[config.mk]
export PLATFORM = sky130hd
export DESIGN_NAME = prime_check
export DESIGN_NICKNAME = d
export VERILOG_FILES = /design/src/rtl/prime_check.sv
export SDC_FILE = /design/constraint.sdc
export NUM_CORES = 1
export LEC_CHECK = 0
export BUFFER_PORTS_ARGS = -buffer_cell sky130_fd_sc_hd__buf_2
export CAP_MARGIN = 10
export CORE_UTILIZATION = 50
export DETAILED_ROUTE_END_ITERATION = 12
export GPL_TIMING_DRIVEN = 0
export PLACE_DENSITY = 0.79
export SYNTH_ARGS = -nofsm -noshare
export SYNTH_HDL_FRONTEND = slang
export SYNTH_SLANG_ARGS = --single-unit
[constraint.sdc]
create_clock -name clk -period 3.74 [get_ports clk]
set_input_delay 0.561 -clock clk [delete_from_list [all_inputs] [get_ports clk]]
set_output_delay 0.561 -clock clk [all_outputs]
set_load 0.005 [all_outputs]
[src/rtl/prime_check.sv]
// Trial-division primality tester driving an external iterative divider.
// Trivial candidates (<4) resolve in one cycle; otherwise one ISSUE cycle plus the divider wait per trial.
// go is ignored while busy; ISSUE stalls until the divider reports ready.
module prime_check #(
  parameter int WIDTH_LOG = 4,
  parameter int WIDTH     = 1 << WIDTH_LOG,
  parameter int HI        = WIDTH - 1
) (
  input  logic        clk,
  input  logic        rst_n,
  input  logic        go,
  input  logic [HI:0] num,
  output logic        ready,
  output logic        is_prime,
  output logic [HI:0] factor,
  output logic        error,
  output logic        div_go,
  output logic [HI:0] div_num,
  output logic [HI:0] div_den,
  input  logic        div_ready,
  input  logic        div_error,
  input  logic [HI:0] div_quot,
  input  logic [HI:0] div_rem
);

  typedef enum logic [1:0] {
    S_IDLE  = 2'd0,
    S_ISSUE = 2'd1,
    S_WAIT  = 2'd2
  } state_t;

  localparam logic [HI:0] C_TWO   = WIDTH'(2);
  localparam logic [HI:0] C_THREE = WIDTH'(3);
  localparam logic [HI:0] C_FOUR  = WIDTH'(4);

  state_t      r_state;
  logic        r_ready;
  logic        r_is_prime;
  logic [HI:0] r_factor;
  logic        r_error;
  logic        r_div_go;
  logic [HI:0] r_div_num;
  logic [HI:0] r_div_den;

  state_t      w_state_nxt;
  logic        w_ready_nxt;
  logic        w_is_prime_nxt;
  logic [HI:0] w_factor_nxt;
  logic        w_error_nxt;
  logic        w_div_go_nxt;
  logic [HI:0] w_div_num_nxt;
  logic [HI:0] w_div_den_nxt;

  // State register; reset abandons any test in flight.
  always_ff @(posedge clk or negedge rst_n) begin
    if (!rst_n) begin
      r_state <= S_IDLE;
    end else begin
      r_state <= w_state_nxt;
    end
  end

  // Next-state and next-output logic. div_num doubles as the captured candidate.
  always_comb begin
    w_state_nxt    = r_state;
    w_ready_nxt    = r_ready;
    w_is_prime_nxt = r_is_prime;
    w_factor_nxt   = r_factor;
    w_error_nxt    = r_error;
    w_div_go_nxt   = 1'b0;
    w_div_num_nxt  = r_div_num;
    w_div_den_nxt  = r_div_den;
    unique case (r_state)
      S_IDLE: begin
        if (go) begin
          w_error_nxt = 1'b0;
          if (num < C_TWO) begin
            w_is_prime_nxt = 1'b0;
            w_factor_nxt   = '0;
          end else if (num < C_FOUR) begin
            w_is_prime_nxt = 1'b1;
            w_factor_nxt   = num;
          end else begin
            w_div_num_nxt = num;
            w_div_den_nxt = C_TWO;
            w_ready_nxt   = 1'b0;
            w_state_nxt   = S_ISSUE;
          end
        end
      end
      S_ISSUE: begin
        if (div_ready) begin
          w_div_go_nxt = 1'b1;
          w_state_nxt  = S_WAIT;
        end
      end
      S_WAIT: begin
        // While our start pulse is still on the wire the divider has not
        // sampled it yet, so its ready flag belongs to the previous trial.
        if (div_ready && !r_div_go) begin
          if (div_error) begin
            w_error_nxt    = 1'b1;
            w_is_prime_nxt = 1'b0;
            w_factor_nxt   = '0;
            w_ready_nxt    = 1'b1;
            w_state_nxt    = S_IDLE;
          end else if (div_rem == '0) begin
            w_is_prime_nxt = 1'b0;
            w_factor_nxt   = r_div_den;
            w_ready_nxt    = 1'b1;
            w_state_nxt    = S_IDLE;
          end else if (div_quot < r_div_den) begin
            // quotient < divisor implies divisor^2 > candidate
            w_is_prime_nxt = 1'b1;
            w_factor_nxt   = r_div_num;
            w_ready_nxt    = 1'b1;
            w_state_nxt    = S_IDLE;
          end else begin
            w_div_den_nxt = (r_div_den == C_TWO) ? C_THREE : (r_div_den + C_TWO);
            w_state_nxt   = S_ISSUE;
          end
        end
      end
      default: begin
        w_state_nxt = S_IDLE;
        w_ready_nxt = 1'b1;
      end
    endcase
  end

  // Output and datapath registers.
  always_ff @(posedge clk or negedge rst_n) begin
    if (!rst_n) begin
      r_ready    <= 1'b1;
      r_is_prime <= 1'b0;
      r_factor   <= '0;
      r_error    <= 1'b0;
      r_div_go   <= 1'b0;
      r_div_num  <= '0;
      r_div_den  <= '0;
    end else begin
      r_ready    <= w_ready_nxt;
      r_is_prime <= w_is_prime_nxt;
      r_factor   <= w_factor_nxt;
      r_error    <= w_error_nxt;
      r_div_go   <= w_div_go_nxt;
      r_div_num  <= w_div_num_nxt;
      r_div_den  <= w_div_den_nxt;
    end
  end

  assign ready    = r_ready;
  assign is_prime = r_is_prime;
  assign factor   = r_factor;
  assign error    = r_error;
  assign div_go   = r_div_go;
  assign div_num  = r_div_num;
  assign div_den  = r_div_den;

endmodule
* Word-level counts from Yosys, hierarchy flattened
Cells that the tools add are included.
** Word-level totals
- Register bits :: 54
- Input port bits :: 53
** Cells by class
- Bitwise operators :: 3
- Add/sub/neg operators :: 1
- Order comparisons :: 3
- Reduce and logical (&&, ||, !) cells :: 11
- Eq/ne operators :: 14
- Mux-type cells :: 47
** Operators by type and width (count)
- 16-bit two-way mux :: 15
- 16-bit case mux with 2 select lines :: 2
- 1-bit two-way mux :: 21
- 2-bit inequality test, second input constant :: 9
- 16-bit by 2-bit adder with 16-bit output, second input constant :: 1
- 16-bit by 2-bit == test with 1-bit output, second input constant :: 1
- 16-bit logical NOT :: 1
- 16-bit less-than comparator :: 1
- 16-bit by 2-bit less-than comparator with 1-bit output, second input constant :: 1
- 16-bit by 3-bit less-than comparator with 1-bit output, second input constant :: 1
- 2-bit two-way mux :: 5
- 5-bit AND reduction :: 2
- 4-bit AND reduction :: 2
- 8-bit AND reduction :: 1
- 2-bit case mux with 3 select lines :: 1
- 6-bit AND reduction :: 1
- 4-bit inequality test, second input constant :: 1
- 1-bit case mux with 2 select lines :: 2
- 3-bit inequality test, second input constant :: 1
- 1-bit NOT :: 3
- 1-bit case mux with 3 select lines :: 1
- 2-bit by 1-bit == test with 1-bit output, second input constant :: 1
- 2-bit == test, second input constant :: 1
- 2-bit logical NOT :: 1
- other kinds (3) :: 3

* Logic depth before layout (Yosys ltp)
Gate-level depths: netlist of run 1.
- Depth after elaboration :: 7
- Depth in mapped cells :: 10
- Mapped depth without buffers :: 8

* Worst setup path before layout of run 1
OpenSTA, ideal clock, no wires.
- Kind :: reg2reg
- Start point :: register r_div_den[5] (netlist: div_den[5])
- End point :: register r_factor[10] (netlist: factor[10])
- Cell stages (with the launch flop) :: 11
- Period minus slack after synthesis :: 2.485 ns
- Data required time :: 3.615 ns
- Arrival :: 2.360 ns
- Slack :: 1.255 ns
- Setup time :: 0.125 ns
- Cells stage by stage :: dfrtp_1 clkbuf_1 inv_1 ha_1 a21oi_1 o21ai_0 a21oi_1 nand4_4 a21oi_4 buf_6 mux2_4
** Between the ends
- Cells in the longest elaborated chain, start to end :: 3
** RTL lines
- start, declared :: RTL line 43 : logic [HI:0] r_div_den;
- start signal, assigned :: RTL line 148 : r_div_den <= w_div_den_nxt;
- 16-bit less-than comparator :: RTL line 112 : end else if (div_quot < r_div_den) begin
- 4-bit inequality test (no source line)
- 5-bit AND reduction (no source line)
- end signal, assigned :: RTL line 144 : r_factor <= w_factor_nxt;
- end, declared :: RTL line 39 : logic [HI:0] r_factor;
Every way passes these cells.
A chain may end at the register's enable or synchronous reset.

* Worst setup path after layout of run 1
- Start point :: register r_div_den[5] (netlist: div_den[5])
- End point :: register r_factor[9] (netlist: factor[9])
Same word-level chain as after synthesis.

==> out/metrics.yaml, run 1 <==
route:
  drt-pass1-iter-count: 6
  drt_iter0_markers: 293
  wl_um: 9440
  wire_per_inst_um: 16.9
  vias_per_cell: 5.96
  vias: 3333
  ant_nets: 0
  drc: 0
global_route:
  grt_usage_pct: 27.3
  gr-total-overflow: 0
  grt_pass1_vias: 3077
  antenna_found_initial: 0
  grt_pass1_wl_um: 15200
  grt_max_degree: 55
clock_tree:
  cts_setup_buffers: 0
  cts_hold_buf: 0
  clock_latency_ps: 310
  htreeDepth: 2
  cts_sinks: 54
  cts_resized: 0
  cts_tree: "yes"
  path_clk_slew_ps: 100
  cts_made_buffers: 5
  cts_buffer_depth: 2
  cts_root_buf: "clkbuf_8"
yosys:
  synth_top_area_share_pct: 40.1
  syn_inst: 370
  synth_nets: 439
  synth_cell_types: 48
  ys.warnings.count: 0
  yosysSeqAreaShare_pct: 40.9
  ys.flop_type: "dfrtp_1"
  syn_area_um2: 3310
  synthTopCellsByArea: "dfrtp_1, nand2_1, ha_1"
  ys_ff_latch: 54
  synth_largest_area_cell: "dfrtp_1"
  async_reset_ff_share_pct: 100
  synth_edf_count: 0
  synth.avg_cell_area_um2: 8.94
setup_path:
  path_common_cell: "a21oi_1"
  path_depth: 10
  critPathKind: "reg2reg"
  critPathRequiredTime_ps: 3950
  worst_setup_path_end_kind: "flop"
  r2r-end: "factor[9]"
  critPathArrivalTime_ps: 3080
  critPathBufInv: 3
  r2r_slack_ps: 870
  path_max_fanout: 10
  critPathMaxStageDelay_ps: 350
  crit_chain: "clkbuf_1 > inv_1 > ha_1 > a21oi_1 > o21ai_0 > a21oi_1 > nand4_4 > a21oi_4 > buf_6 > mux2_4"
  startpoint: "div_den[5]"
  start_kind: "flop"
  worst_path_dominant_cell_family: "compound AO/OA/AOI/OAI gates"
  r2r-start: "div_den[5]"
  critPathSlowestCell: "dfrtp_1"
  reg2reg_depth: 10
placement:
  dp_hpwl_um: 7100
  gp_congestion: 0.943
  io_buffers: 103
power_and_ir_drop:
  internal-power_w: 0.00141
  clockPowerShare_pct: 15.7
  p_comb_share_pct: 42.8
  power-per-cell-area_nw_per_um2: 562
  p_sw_share_pct: 38.1
  max-vdd-ir-drop_v: 0.000371
  power.switching_w: 0.000864
  seq_power_share_pct: 41.5
  leakagePower_nw: 2.00
cells_and_area:
  nNetsFinal: 550
  antenna_cells: 0
  nFillCells: 581
  area_delta_synth_final_pct: 22.1
  final_cell_mix: "buf_2, nand2_1, dfrtp_1"
  mostFrequentLayoutCell: "buf_2"
  seqCellArea_um2: 1350
  drive_gt1_share_pct: 30.5
  multi_input_area_um2: 1800
run_status:
  status: "finished, final reports clean"
die:
  core_um2: 6390
  die_x_um: 83.4
  fp-row-count: 29
  dieArea_um2: 6950
  io_pins: 105
  die_h_um: 83.4
  initial_core_util_pct: 51.8
timing:
  max_slew_margin_pct: 65.2
  period_share_pct: 76.7
  grt_setup_unrepaired: "false"
  setup_viol: 0
  final_max_slew_viol_count: 0
  finalHoldWorstSlack_ps: 159
  min_period_ps: 2870
  finalHoldViolations: 0
  worst_slew_pin_slew_ps: 523
  fin_skew_ps: 8.37
  fin_setup_tns_ps: 0
  fmax_mhz: 348
flow_run:
  drv_cap: 0
hold_path:
  worst_hold_path_type: "in2async"
## Yosys cell counts (7+ instances only)
cell / number
a21oi_1: 25
clkbuf_1: 12
dfrtp_1: 53
ha_1: 16
inv_1: 16
mux2_2: 7
mux2_4: 9
nand2_1: 76
nand3_1: 9
nand4_1: 7
nor2_1: 29
nor4_1: 17
o21ai_0: 16
o31ai_1: 8
## cells by family after synthesis
kind of cell	share of synthesized area, %
simple gates	25.1
compound gates	16.6
flops	40.9
buf+inv	4.65
mux	6.77
fa+ha+maj	6.05
## state kept, by name, summed over array words and instances (netlist names)
register	count
div_den	16
div_go	1
div_num	16
error	1
factor	16
is_prime	1
r_state	2
ready	1
## per-stage QoR
| stage | cells | worst slack (ps) | instance area (µm²) | utilization (%) | power, W |
|---|---|---|---|---|---|
| after floorplan | 370 | 1260 | 3310 | - | 0.00152 |
| after global placement | 550 | 963 | 3920 | 61.4 | 0.00188 |
| after detailed placement | 550 | 918 | 3920 | 61.4 | 0.00191 |
| after CTS | 558 | 914 | 4020 | 63.0 | 0.00227 |
| after global routing | 559 | 639 | 4040 | 63.3 | 0.00242 |
| final | 559 | 870 | 4040 | 63.3 | 0.00227 |
## per-layer routing
metal	part of all wire (%)	wire [µm]	vias to the layer above	global-route usage, %
met5	0	0	-	0
met4	2.1	195	0	9.09
met3	6.4	601	19	3.88
met2	47	4390	163	42.8
met1	45	4250	1588	39.1
li1	-	-	1563	-
## power groups by stage
stage          combinational [W]  clock, W  sequential (W)
2_1_floorplan           0.000571         0        0.000946
3_5_place_dp            0.000959         0        0.000947
3_3_place_gp            0.000934         0        0.000942
6_report                0.000971  0.000356        0.000943
4_1_cts                 0.000961  0.000366        0.000939
5_1_grt                  0.00107  0.000382        0.000966
## cell type report
type                            instances  area share, %
Clock inverter                          2          0.433
Clock buffer                            6           2.04
Timing Repair Buffer                  104           13.3
Multi-Input combinational cell        282           44.6
Buffer                                 18           2.32
Inverter                               16           1.49
Sequential cell                        54           33.5
Tap cell                               77           2.38
## how the worst max path moves through the flow
| stage | to | slack (ps) |
|---|---|---|
| 6_report | factor[9] | 870 |
| 5_1_grt | factor[9] | 640 |
| 4_1_cts | factor[9] | 910 |
| 3_5_place_dp | factor[9] | 920 |
| 3_3_place_gp | factor[10] | 960 |
| 2_1_floorplan | factor[10] | 1260 |
No activity file was read; power rests on OpenSTA's default activity.
==> run 2, diff against run 1 <==
- CORE_UTILIZATION: 50 -> 46
- PLACE_DENSITY: 0.79 -> 0.76
- clock period: 3.74 -> 2.4 ns (I/O delays scaled with it)
==> run 2 against run 1 <==
Clock power up 82%; first-iteration DRC count up 20%; the flow now finishes with violations (setup timing); clock skew up 9.0 ps; wire length up 13%; via count up 5.9%.
==> out/metrics.yaml, run 2 (same netlist as run 1, synthesis figures left out) <==
clock_tree:
  clock_latency_ps: 320
  cts_hold_buf: 0
  cts_made_buffers: 5
  cts_root_buf: "clkbuf_8"
  cts_sinks: 54
  cts_buffer_depth: 2
  htreeDepth: 2
  cts_tree: "yes"
  path_clk_slew_ps: 120
setup_path:
  critPathArrivalTime_ps: 2710
  r2r-end: "div_den[15]"
  path_common_cell: "buf_6"
  path_max_fanout: 5
  critPathMaxStageDelay_ps: 540
  r2r-start: "div_den[11]"
  worst_setup_path_end_kind: "flop"
  reg2reg_depth: 10
  critPathRequiredTime_ps: 2610
  crit_chain: "inv_1 > ha_4 > nand2_1 > nor3_2 > or4b_4 > nand4_4 > buf_6 > a21oi_4 > buf_6 > a221o_1"
  r2r_slack_ps: -100
  critPathKind: "reg2reg"
  start_kind: "flop"
  critPathSlowestCell: "or4b_4"
route:
  vias_per_cell: 5.87
  wl_um: 10700
  drt_iter0_markers: 352
  ant_nets: 0
  wire_per_inst_um: 17.8
  vias: 3530
  drc: 0
  drt-pass1-iter-count: 5
power_and_ir_drop:
  power-per-cell-area_nw_per_um2: 838
  max-vdd-ir-drop_v: 0.000482
  leakagePower_nw: 2.15
die:
  fp-row-count: 30
  die_h_um: 86.8
  io_pins: 105
  die_x_um: 86.8
  core_um2: 6870
  dieArea_um2: 7540
  initial_core_util_pct: 48.2
cells_and_area:
  mostFrequentLayoutCell: "buf_2"
  drive_gt1_share_pct: 42.6
  area_delta_synth_final_pct: 36.8
  final_cells: 601
  nNetsFinal: 573
  nFillCells: 565
  final_cell_mix: "buf_2, nand2_1, dfrtp_1"
  antenna_cells: 0
timing:
  fmax_mhz: 401
  period_share_pct: 104
  final_max_slew_viol_count: 0
  finalHoldWorstSlack_ps: 77.1
  fin_skew_ps: 17.4
  layout_setup_ws_ps: -96.6
  setup_viol: 20
  grt_setup_unrepaired: "true"
  worst_slew_pin_slew_ps: 697
  finalHoldViolations: 0
  min_period_ps: 2500
  fin_setup_tns_ps: -997
  max_slew_margin_pct: 53.6
flow_run:
  drv_cap: 0
global_route:
  gr-total-overflow: 0
  grt_max_degree: 55
  grt_pass1_wl_um: 15700
  grt_pass1_vias: 3170
  antenna_found_initial: 0
  grt_usage_pct: 27.3
placement:
  gp_congestion: 0.898
  dp_cells: 569
  io_buffers: 103
  dp_hpwl_um: 7270
  pre_cts_slack_ps: -275
hold_path:
  worst_hold_path_type: "in2async"
run_status:
  status: "complete, but fails checks"
  violations: "setup timing"
run 2: report_power, final:
part / switching [W] / internal (W)
logic: 0.000870 / 0.000800
clock network: 0.000329 / 0.000319
registers: 0.000239 / 0.00123
run 2: metal layers:
metal  global-route usage, %  routed length [µm]  vias to the layer above
li1                        -                   -                     1601
met1                    37.4                4570                     1684
met2                    44.9                5140                      205
met3                    3.62                 681                       40
met4                    8.48                 313                        0
met5                       0                   0                        -
run 2: final cells by class:
cell class	count	area [µm²]	share of cell area, %
Multi-Input combinational cell	282	1990	43.9
Tap cell	96	120	2.65
Clock buffer	5	68.8	1.52
Buffer	17	110	2.43
Inverter	16	67.6	1.49
Sequential cell	54	1370	30.2
Timing Repair Buffer	128	756	16.7
Clock inverter	3	47.5	1.05
run 2: critical path, delay by kind of cell (launching register included):
kind	cells	cell delay, ps
AND/OR/NAND/NOR	4	990
buffers and inverters	3	340
adder cells (fa/ha/maj)	1	270
flip-flops	1	410
AO/OA/AOI/OAI	2	370
run 2: through the flow:
| stage | total power, W | utilization, % | area (µm²) |
|---|---|---|---|
| final | 0.00379 | 65.9 | 4530 |
| after global routing | 0.00403 | 65.9 | 4530 |
| after CTS | 0.00369 | 62.1 | 4260 |
| after detailed placement | 0.00299 | 57.5 | 3950 |
| after global placement | 0.00295 | 57.5 | 3950 |
| after floorplan | 0.00237 | - | 3320 |
run 2: worst max path at each step:
stage,start,cells after the start,endpoint,slack [ps]
2_1_floorplan,div_den[13],9,factor[10],20
6_report,div_den[11],10,div_den[15],-100
5_1_grt,div_den[15],10,div_den[15],-140
3_5_place_dp,div_den[4],10,factor[10],-280
4_1_cts,div_den[15],9,div_den[10],-40
3_3_place_gp,div_den[4],10,factor[14],-260
run 2: timing repair:
item | 4_1_cts | 5_1_grt
gates cloned | 0 | 3
gates resized for setup | 24 | 34
setup endpoints to repair | 29 | 32
pin swaps | 9 | 13
buffers inserted | 13 | 9
